### src/rtl/conf_int_mul_pipe.sv
// Pipelined signed multiplier with per-op accurate/approximate operand precision,
// valid/ready streaming, a saturating output slice and per-mode delivered-op counters.
module conf_int_mul_pipe #(
  parameter int DATA_PATH_BITWIDTH = 24,
  parameter int APX_BITS           = 8,
  parameter int OUT_SHIFT          = 8,
  parameter int OUT_BITWIDTH       = 32,
  parameter int PIPE_STAGES        = 2,
  parameter int SAT_EN             = 1,
  parameter int CNT_BITWIDTH       = 16
) (
  input  logic                          clk,
  input  logic                          rstN,
  input  logic                          in_valid,
  output logic                          in_ready,
  input  logic                          apx_en,
  input  logic [DATA_PATH_BITWIDTH-1:0] a,
  input  logic [DATA_PATH_BITWIDTH-1:0] b,
  output logic                          out_valid,
  input  logic                          out_ready,
  output logic [OUT_BITWIDTH-1:0]       P,
  output logic                          out_apx,
  output logic [CNT_BITWIDTH-1:0]       acc_cnt,
  output logic [CNT_BITWIDTH-1:0]       apx_cnt
);

  localparam int DW    = DATA_PATH_BITWIDTH;
  localparam int PW    = 2 * DW;
  localparam int NPROD = PIPE_STAGES - 2;
  localparam int TOP   = OUT_SHIFT + OUT_BITWIDTH;

  localparam logic [DW-1:0]           APX_MASK = {DW{1'b1}} << APX_BITS;
  localparam logic [OUT_BITWIDTH-1:0] SAT_MAX  = {1'b0, {(OUT_BITWIDTH-1){1'b1}}};
  localparam logic [OUT_BITWIDTH-1:0] SAT_MIN  = {1'b1, {(OUT_BITWIDTH-1){1'b0}}};
  localparam logic [CNT_BITWIDTH-1:0] CNT_ONE  = {{(CNT_BITWIDTH-1){1'b0}}, 1'b1};

  logic          advance;
  logic [DW-1:0] a_q;
  logic [DW-1:0] b_q;
  logic          s1_valid;
  logic          s1_apx;
  logic [PW-1:0] prod_comb;
  logic [PW-1:0] prod_fin;
  logic          vld_fin;
  logic          tag_fin;
  logic [OUT_BITWIDTH-1:0] raw_slice;
  logic [OUT_BITWIDTH-1:0] sat_val;
  logic [OUT_BITWIDTH-1:0] p_next;
  logic          ovf;

  // The whole pipe moves in lockstep; bubbles are kept rather than collapsed.
  assign advance  = ~out_valid | out_ready;
  assign in_ready = advance;

  always_ff @(posedge clk or negedge rstN) begin
    if (!rstN) begin
      s1_valid <= 1'b0;
      s1_apx   <= 1'b0;
      a_q      <= '0;
      b_q      <= '0;
    end else if (advance) begin
      s1_valid <= in_valid;
      if (in_valid) begin
        s1_apx <= apx_en;
        a_q    <= apx_en ? (a & APX_MASK) : a;
        b_q    <= apx_en ? (b & APX_MASK) : b;
      end
    end
  end

  // Sign-extend to full product width so the truncated product is exact.
  assign prod_comb = $signed({{DW{a_q[DW-1]}}, a_q}) * $signed({{DW{b_q[DW-1]}}, b_q});

  generate
    if (NPROD == 0) begin : g_no_prod_regs
      assign prod_fin = prod_comb;
      assign vld_fin  = s1_valid;
      assign tag_fin  = s1_apx;
    end else begin : g_prod_regs
      logic [PW-1:0]    prod_q [NPROD];
      logic [NPROD-1:0] pv_q;
      logic [NPROD-1:0] pt_q;

      always_ff @(posedge clk or negedge rstN) begin
        if (!rstN) begin
          for (int i = 0; i < NPROD; i++) prod_q[i] <= '0;
          pv_q <= '0;
          pt_q <= '0;
        end else if (advance) begin
          prod_q[0] <= prod_comb;
          pv_q[0]   <= s1_valid;
          pt_q[0]   <= s1_apx;
          for (int i = 1; i < NPROD; i++) begin
            prod_q[i] <= prod_q[i-1];
            pv_q[i]   <= pv_q[i-1];
            pt_q[i]   <= pt_q[i-1];
          end
        end
      end

      assign prod_fin = prod_q[NPROD-1];
      assign vld_fin  = pv_q[NPROD-1];
      assign tag_fin  = pt_q[NPROD-1];
    end
  endgenerate

  assign raw_slice = prod_fin[TOP-1:OUT_SHIFT];
  assign sat_val   = prod_fin[PW-1] ? SAT_MIN : SAT_MAX;

  // Overflow: bits above the slice disagree with the slice MSB.
  generate
    if (SAT_EN != 0 && TOP < PW) begin : g_sat
      logic [PW-TOP:0] upper;
      assign upper = prod_fin[PW-1:TOP-1];
      assign ovf   = ~((&upper) | ~(|upper));
    end else begin : g_no_sat
      assign ovf = 1'b0;
      if (TOP < PW) begin : g_upper
        logic unused_upper;
        assign unused_upper = ^prod_fin[PW-1:TOP];
      end
    end
    if (OUT_SHIFT > 0) begin : g_low
      logic unused_low_bits;
      assign unused_low_bits = ^prod_fin[OUT_SHIFT-1:0];
    end
  endgenerate

  assign p_next = ovf ? sat_val : raw_slice;

  always_ff @(posedge clk or negedge rstN) begin
    if (!rstN) begin
      out_valid <= 1'b0;
      out_apx   <= 1'b0;
      P         <= '0;
    end else if (advance) begin
      out_valid <= vld_fin;
      if (vld_fin) begin
        P       <= p_next;
        out_apx <= tag_fin;
      end
    end
  end

  // Counters stick at all-ones instead of wrapping.
  always_ff @(posedge clk or negedge rstN) begin
    if (!rstN) begin
      acc_cnt <= '0;
      apx_cnt <= '0;
    end else if (out_valid && out_ready) begin
      if (out_apx) begin
        if (apx_cnt != '1) apx_cnt <= apx_cnt + CNT_ONE;
      end else begin
        if (acc_cnt != '1) acc_cnt <= acc_cnt + CNT_ONE;
      end
    end
  end

endmodule

### config.mk
export PLATFORM = sky130hd
export DESIGN_NAME = conf_int_mul_pipe
export DESIGN_NICKNAME = d
export VERILOG_FILES = /design/src/rtl/conf_int_mul_pipe.sv
export SDC_FILE = /design/constraint.sdc
export NUM_CORES = 2
export LEC_CHECK = 0
export CORE_MARGIN = 4
export CORE_UTILIZATION = 30
export CTS_BUF_LIST = sky130_fd_sc_hd__clkbuf_8
export DETAILED_ROUTE_END_ITERATION = 12
export DONT_BUFFER_PORTS = 1
export PLACE_DENSITY = 0.52
export SETUP_SLACK_MARGIN = 0.1
export SLEW_MARGIN = 20
export SYNTH_ARGS = -nofsm -noshare
export SYNTH_HDL_FRONTEND = slang
export SYNTH_SLANG_ARGS = --single-unit
### constraint.sdc
create_clock -name clk -period 11.21 [get_ports clk]
set_input_delay 1.121 -clock clk [delete_from_list [all_inputs] [get_ports clk]]
set_output_delay 1.121 -clock clk [all_outputs]
set_load 0.1 [all_outputs]
Yosys cells after proc, flatten, opt, wreduce, memory -nomap -nowiden
Index checks and enable logic that the tools add are counted.
{"block": "totals", "regBits": 116, "inputBits": 53, "out_inout_bits": 67, "wordCells": 30}
{"block": "op_classes", "addsub": 2, "mul": 1, "eq_ne": 2, "mux": 4, "bitwise_logic": 5, "reduce_logical": 7}
{"op": "two-way mux 32 bit", "n": 2}
{"op": "multiplier 24 x 24 -> 48 bit", "n": 1}
{"op": "adder 16 x 1 -> 16 bit, second input constant", "n": 2}
{"op": "!= test 16 bit, second input constant", "n": 2}
{"op": "two-way mux 8 bit", "n": 2}
{"op": "AND reduction 9 bit", "n": 1}
{"op": "OR reduction 9 bit", "n": 1}
{"op": "AND reduction 3 bit", "n": 2}
{"op": "AND reduction 2 bit", "n": 2}
{"op": "inverter 1 bit", "n": 3}
{"op": "OR 1 bit", "n": 2}
{"op": "logical AND 1 bit", "n": 1}

Logic depth before layout (Yosys ltp)
{"block": "depth", "word_depth": 5, "ltp_mapped": 31, "ltp_nobuf": 26}

Least setup slack after synthesis
No wires, ideal clock.
{"block": "synth_path", "kind": "register to register", "from": "register a_q[23]", "to": "register P[10]", "setup_time_ns": 0.124, "arrival_time_ns": 7.740, "required_time_ns": 11.086, "setup_slack_ns": 3.346, "path_stages_with_launch": 26, "n_path_buf": 4, "period_less_slack_ns": 7.864, "path_cell_list": "dfrtp_1 > clkbuf_1 > nand2_1 > inv_1 > fa_1 > fa_1 > inv_1 > fa_1 > inv_1 > fa_1 > fa_1 > fa_1 > fa_1 > ha_1 > clkbuf_1 > a21o_1 > o22a_1 > or4_1 > o311ai_0 > a311oi_1 > nor4_1 > nand3_2 > a21o_1 > buf_6 > buf_6 > o221a_1"}
{"block": "synth_via", "elab_chain_cells": 5, "elab_cells_between_ends": 7, "cone_classes": "mul (1); mux (2); bitwise (2); reduce/logical (2)"}
{"item": "from (decl)", "line": "38", "source": "logic [DW-1:0] a_q;"}
{"item": "from (signal assigned)", "line": "65", "source": "a_q <= apx_en ? (a & APX_MASK) : a;"}
{"item": "multiplier 24 x 24 -> 48 bit (*)", "line": "72", "source": "assign prod_comb = $signed({{DW{a_q[DW-1]}}, a_q}) * $signed({{DW{b_q[DW-1]}}, b_q});"}
{"item": "OR reduction 9 bit", "line": "115", "source": "assign ovf = ~((&upper) | ~(|upper));"}
{"item": "inverter 1 bit", "line": "115"}
{"item": "OR 1 bit", "line": "115"}
{"item": "two-way mux 32 bit (*)", "line": "129", "source": "assign p_next = ovf ? sat_val : raw_slice;"}
{"item": "to (signal assigned)", "line": "139", "source": "P <= p_next;"}
{"item": "to (decl)", "line": "21", "source": "output logic [OUT_BITWIDTH-1:0] P,"}
Every way passes the cells marked *; elsewhere a longest branch is shown, timed or not.
A chain may end at the register's enable or synchronous reset.

Worst setup path after layout
{"block": "layout_path", "from": "register b_q[0]", "to": "register P[3]"}
{"block": "layout_via", "elab_chain_cells": 5, "elab_cells_between_ends": 7, "cone_classes": "mul (1); mux (2); bitwise (2); reduce/logical (2)"}
{"item": "from (decl)", "line": "39", "source": "logic [DW-1:0] b_q;"}
{"item": "from (signal assigned)", "line": "66", "source": "b_q <= apx_en ? (b & APX_MASK) : b;"}
{"item": "multiplier 24 x 24 -> 48 bit (*)", "line": "72"}
{"item": "OR reduction 9 bit", "line": "115"}
{"item": "inverter 1 bit", "line": "115"}
{"item": "OR 1 bit", "line": "115"}
{"item": "two-way mux 32 bit (*)", "line": "129"}
Marks and branches as above.

==> results.txt <==
* Number of antenna violations at the first check in global routing: 4
- Drt wl/cell: 17.9 um
- Of all cell types, the one taking the most synthesized area is sky130_fd_sc_hd__fa_1.
- Clock tree synthesis found a total of 116 sinks.
- Cells fill 32.0% of the core in the end.
- The wire-length estimate of the detail-placed layout is 56500 um.
* Setup Crit Path Kind: flop to flop
- Aggregate routed wire length: 68700 um
- Effective utilization at floorplan: 30.2%
- Summing all flip-flop and latch instances after layout gives 0.00290 mm2.
- Detailed Route Iter0 Violations: 976
* Maximum root-to-sink buffer count: 2
- Of all nets on the critical path, the largest fanout is 27.
* Most common cell after layout, fill and taps aside: sky130_fd_sc_hd__fa_1
* Distinct cells, synth: 74
* Top Usage Layer GRT: met2
* Clock tree from TritonCTS: yes
- Instance count of the mapped netlist: 2747
* Area of the core: 0.0866 mm2
* Synth async-reset ratio: 100%
- CTS buffer count: 17
- After synthesis, the cell types taking the most area are sky130_fd_sc_hd__fa_1, sky130_fd_sc_hd__dfrtp_1, sky130_fd_sc_hd__inv_1.
- # hold bufs at CTS: 0
- Met3 Track Usage GR: 2.45%
- Result of the run: finished, final reports clean
- Height of the chip: 303 um
- Number of hold violations in the final report: 0
- After detailed routing, the number of vias per cell comes to 4.67.
* Worst slew pin tran: 1.14 ns
* DRC errors left: 0
- For this run, global-route usage on met1 was measured as 21.7%.
* Prevailing post-synth register cell: sky130_fd_sc_hd__dfrtp_1
- The via count of the first global-routing pass came to 19400.
- Summing all multi-input logic gate instances after layout gives 0.0204 mm2.
* Final-report setup violation count: 0
* Horiz. Die Dim: 303 um
- Relative to the synthesized area, the layout overhead comes to 5.92%.
* Worst Hold Class: input pin to asynchronous set/reset pin
- Mapped Area: 0.0262 mm2
- Count of non-filler cells in the finished layout: 3832
- Total of flip-flops plus latches after synthesis: 116
- Total Routing Usage GR: 15.6%
- Insertion delay to the later sink of the worst-skew pair: 0.52 ns
* Proportion of synthesized chip area in sequential cells: 11.1%
* Unrepaired setup endpoints after global routing: no
* Ratio of cells with drive above 1 in the final layout: 4.60%
- For this block, the via count after detailed routing is 17900.
- Final-report max-slew violation count: 0
* Relative max-transition margin: 24.3%
- Post-route setup slack: 2.20 ns
- Portion of synthesized cell area occupied by the leading cell type: 46.3%
- Post-CTS repair changed the size of 0 cells.
- Required time of the worst setup path: 11.65 ns
- Counting every net in the synthesized netlist gives 3538.
- Based on the critical path, the design can be clocked at up to 111 MHz.
* Count of antenna-violating nets left after detailed routing: 0
* Final weighted congestion in routability-driven placement: 0.867
* Final period util: 80.4%
* Endpoint class of the critical path: flop
* Input/output buffers: 0
- Global routing consumed, on the met2 layer, 26.1% of the routing resources.
- The average instance in the mapped netlist occupies 9.53 um2.
- The cell sitting at the root of the clock tree is a sky130_fd_sc_hd__clkbuf_8.
* Arrival time at the worst endpoint: 9.45 ns
* Placed Cells incl. Taps: 3797
* Post-placement worst setup slack: 2.25 ns
* GRT Residual Overflow: 0
- At the end of the flow, the number of nets in the layout was 3452.
- The first global-routing pass estimated 112000 um of wire.
- Number of cell rows: 108
- Entering global routing, the biggest net connects 117 pins.
- The filler cells instantiated in the layout total 9012.
* Final worst path period need: 9.01 ns
- Total number of yosys warnings: 0
- The worst setup path is launched from a flop.
- In this run the number of H-tree levels came out at 4.
- The first TritonRoute pass finished after 6 iterations.
* Total of max-cap violations: 0
- Highest-count cells in the layout ignoring fill and taps: sky130_fd_sc_hd__fa_1, sky130_fd_sc_hd__inv_1, sky130_fd_sc_hd__nand2_1, sky130_fd_sc_hd__and2_1, sky130_fd_sc_hd__ha_1
- Once the clock tree was built, the setup fixing pass inserted 0 buffers.
* Final setup skew: 0.0281 ns
- Clock-pin slew reported for the worst setup and hold paths after clock tree synthesis: 0.11 ns
- Die footprint: 0.0921 mm2
- Boundary pin count: 120
- After routing, the total negative slack on setup checks comes to 0 ns.
- Number of enable-type register cells in the synthesized netlist: 0
[per-stage QoR]
| stage | instance area [um2] | hold WS [ns] |
|---|---|---|
| after floorplan | 26200 | 0.433 |
| after global placement | 27300 | 0.466 |
| after detailed placement | 27300 | 0.467 |
| after CTS | 27700 | 0.259 |
| after global routing | 27700 | 0.257 |
| final | 27700 | 0.283 |
[state kept, by name (all words and copies together) (netlist names)]
| register | flops |
|---|---|
| P | 32 |
| a_q | 24 |
| acc_cnt | 16 |
| apx_cnt | 16 |
| b_q | 24 |
| out_apx | 1 |
| out_valid | 1 |
| s1_apx | 1 |
| s1_valid | 1 |
[final cells by class]
type	instances	share of cell area, %
Antenna cell	3	0.0271
Clock buffer	17	0.844
Clock inverter	15	0.672
Inverter	606	8.20
Multi-Input combinational cell	1888	73.7
Sequential cell	116	10.5
Tap cell	1155	5.21
Timing Repair Buffer	32	0.866
[worst paths after layout]
kind	slack, ns	endpoint	startpoint	cells after the start
min in group clk	0.49	out_valid$_DFFE_PN0N_	s1_valid$_DFFE_PN0N_	2
worst max register to register	2.20	P[3]$_DFFE_PN0P_	b_q[0]$_DFFE_PN0P_	21
worst min register to register	0.49	out_valid$_DFFE_PN0N_	s1_valid$_DFFE_PN0N_	2
worst min-delay path	0.28	b_q[23]$_DFFE_PN0P_	rstN	0
max in group asynchronous	10.56	b_q[6]$_DFFE_PN0P_	rstN	0
worst max-delay path	2.20	P[3]$_DFFE_PN0P_	b_q[0]$_DFFE_PN0P_	21
[worst max-delay path, cell delays in order, from the launching register on]
cell                       delay [ns]
sky130_fd_sc_hd__dfrtp_1         0.81
sky130_fd_sc_hd__nand2_1         0.19
sky130_fd_sc_hd__inv_1           0.16
sky130_fd_sc_hd__fa_1            0.54
sky130_fd_sc_hd__fa_1            0.68
sky130_fd_sc_hd__inv_1           0.22
sky130_fd_sc_hd__fa_1            0.58
sky130_fd_sc_hd__inv_1           0.39
sky130_fd_sc_hd__fa_1            0.53
sky130_fd_sc_hd__fa_1            0.56
sky130_fd_sc_hd__fa_1            0.43
sky130_fd_sc_hd__fa_1            0.44
sky130_fd_sc_hd__ha_1            0.45
sky130_fd_sc_hd__nand2_1         0.15
sky130_fd_sc_hd__nor3_1          0.55
sky130_fd_sc_hd__and2_1          0.26
sky130_fd_sc_hd__nor4_1          0.06
sky130_fd_sc_hd__a211oi_1        0.31
sky130_fd_sc_hd__nand4_1         0.21
sky130_fd_sc_hd__nor4_2          0.28
sky130_fd_sc_hd__or3_1           0.79
sky130_fd_sc_hd__o221a_2         0.34
[metal layers]
layer  part of all wire (%)  wire length [um]
met1                     45             31000
met2                     49             33400
met3                    4.8              3320
met4                    1.4               974
met5                      0                 0
[cell usage after synthesis, drive strengths merged, types with 2 or more instances]
library cell  count
a211o             2
a211oi           11
a21boi            3
a21o             15
a21oi            48
a221oi            3
a22oi             2
a311oi            3
a31oi             8
and2            263
and3             10
and4              2
buf              15
clkbuf          122
dfrtp           116
fa              606
ha              132
inv             605
mux2             35
mux2i             3
nand2           382
nand2b           26
nand3            16
nand3b            2
nand4            24
nor2             65
nor2b             7
nor3             11
nor3b             3
nor4              5
nor4b             2
o211a             2
o211ai            6
o21a              3
o21ai            53
o21bai            5
o221a            27
o311ai            3
o31ai             4
or2               2
or3               3
or4               3
xnor2            54
xor2             22
[cell families after synthesis]
group           share of synthesized area [%]
xor+xnor                                 2.54
simple gates                             15.6
mux                                      1.62
fa+ha+maj                                52.6
compound gates                           5.70
flops                                    11.1
buf+inv                                  10.8
Power is left out: the tool's default activity adds up to more than one toggle a clock period on the data nets, which glitch-free logic cannot reach.
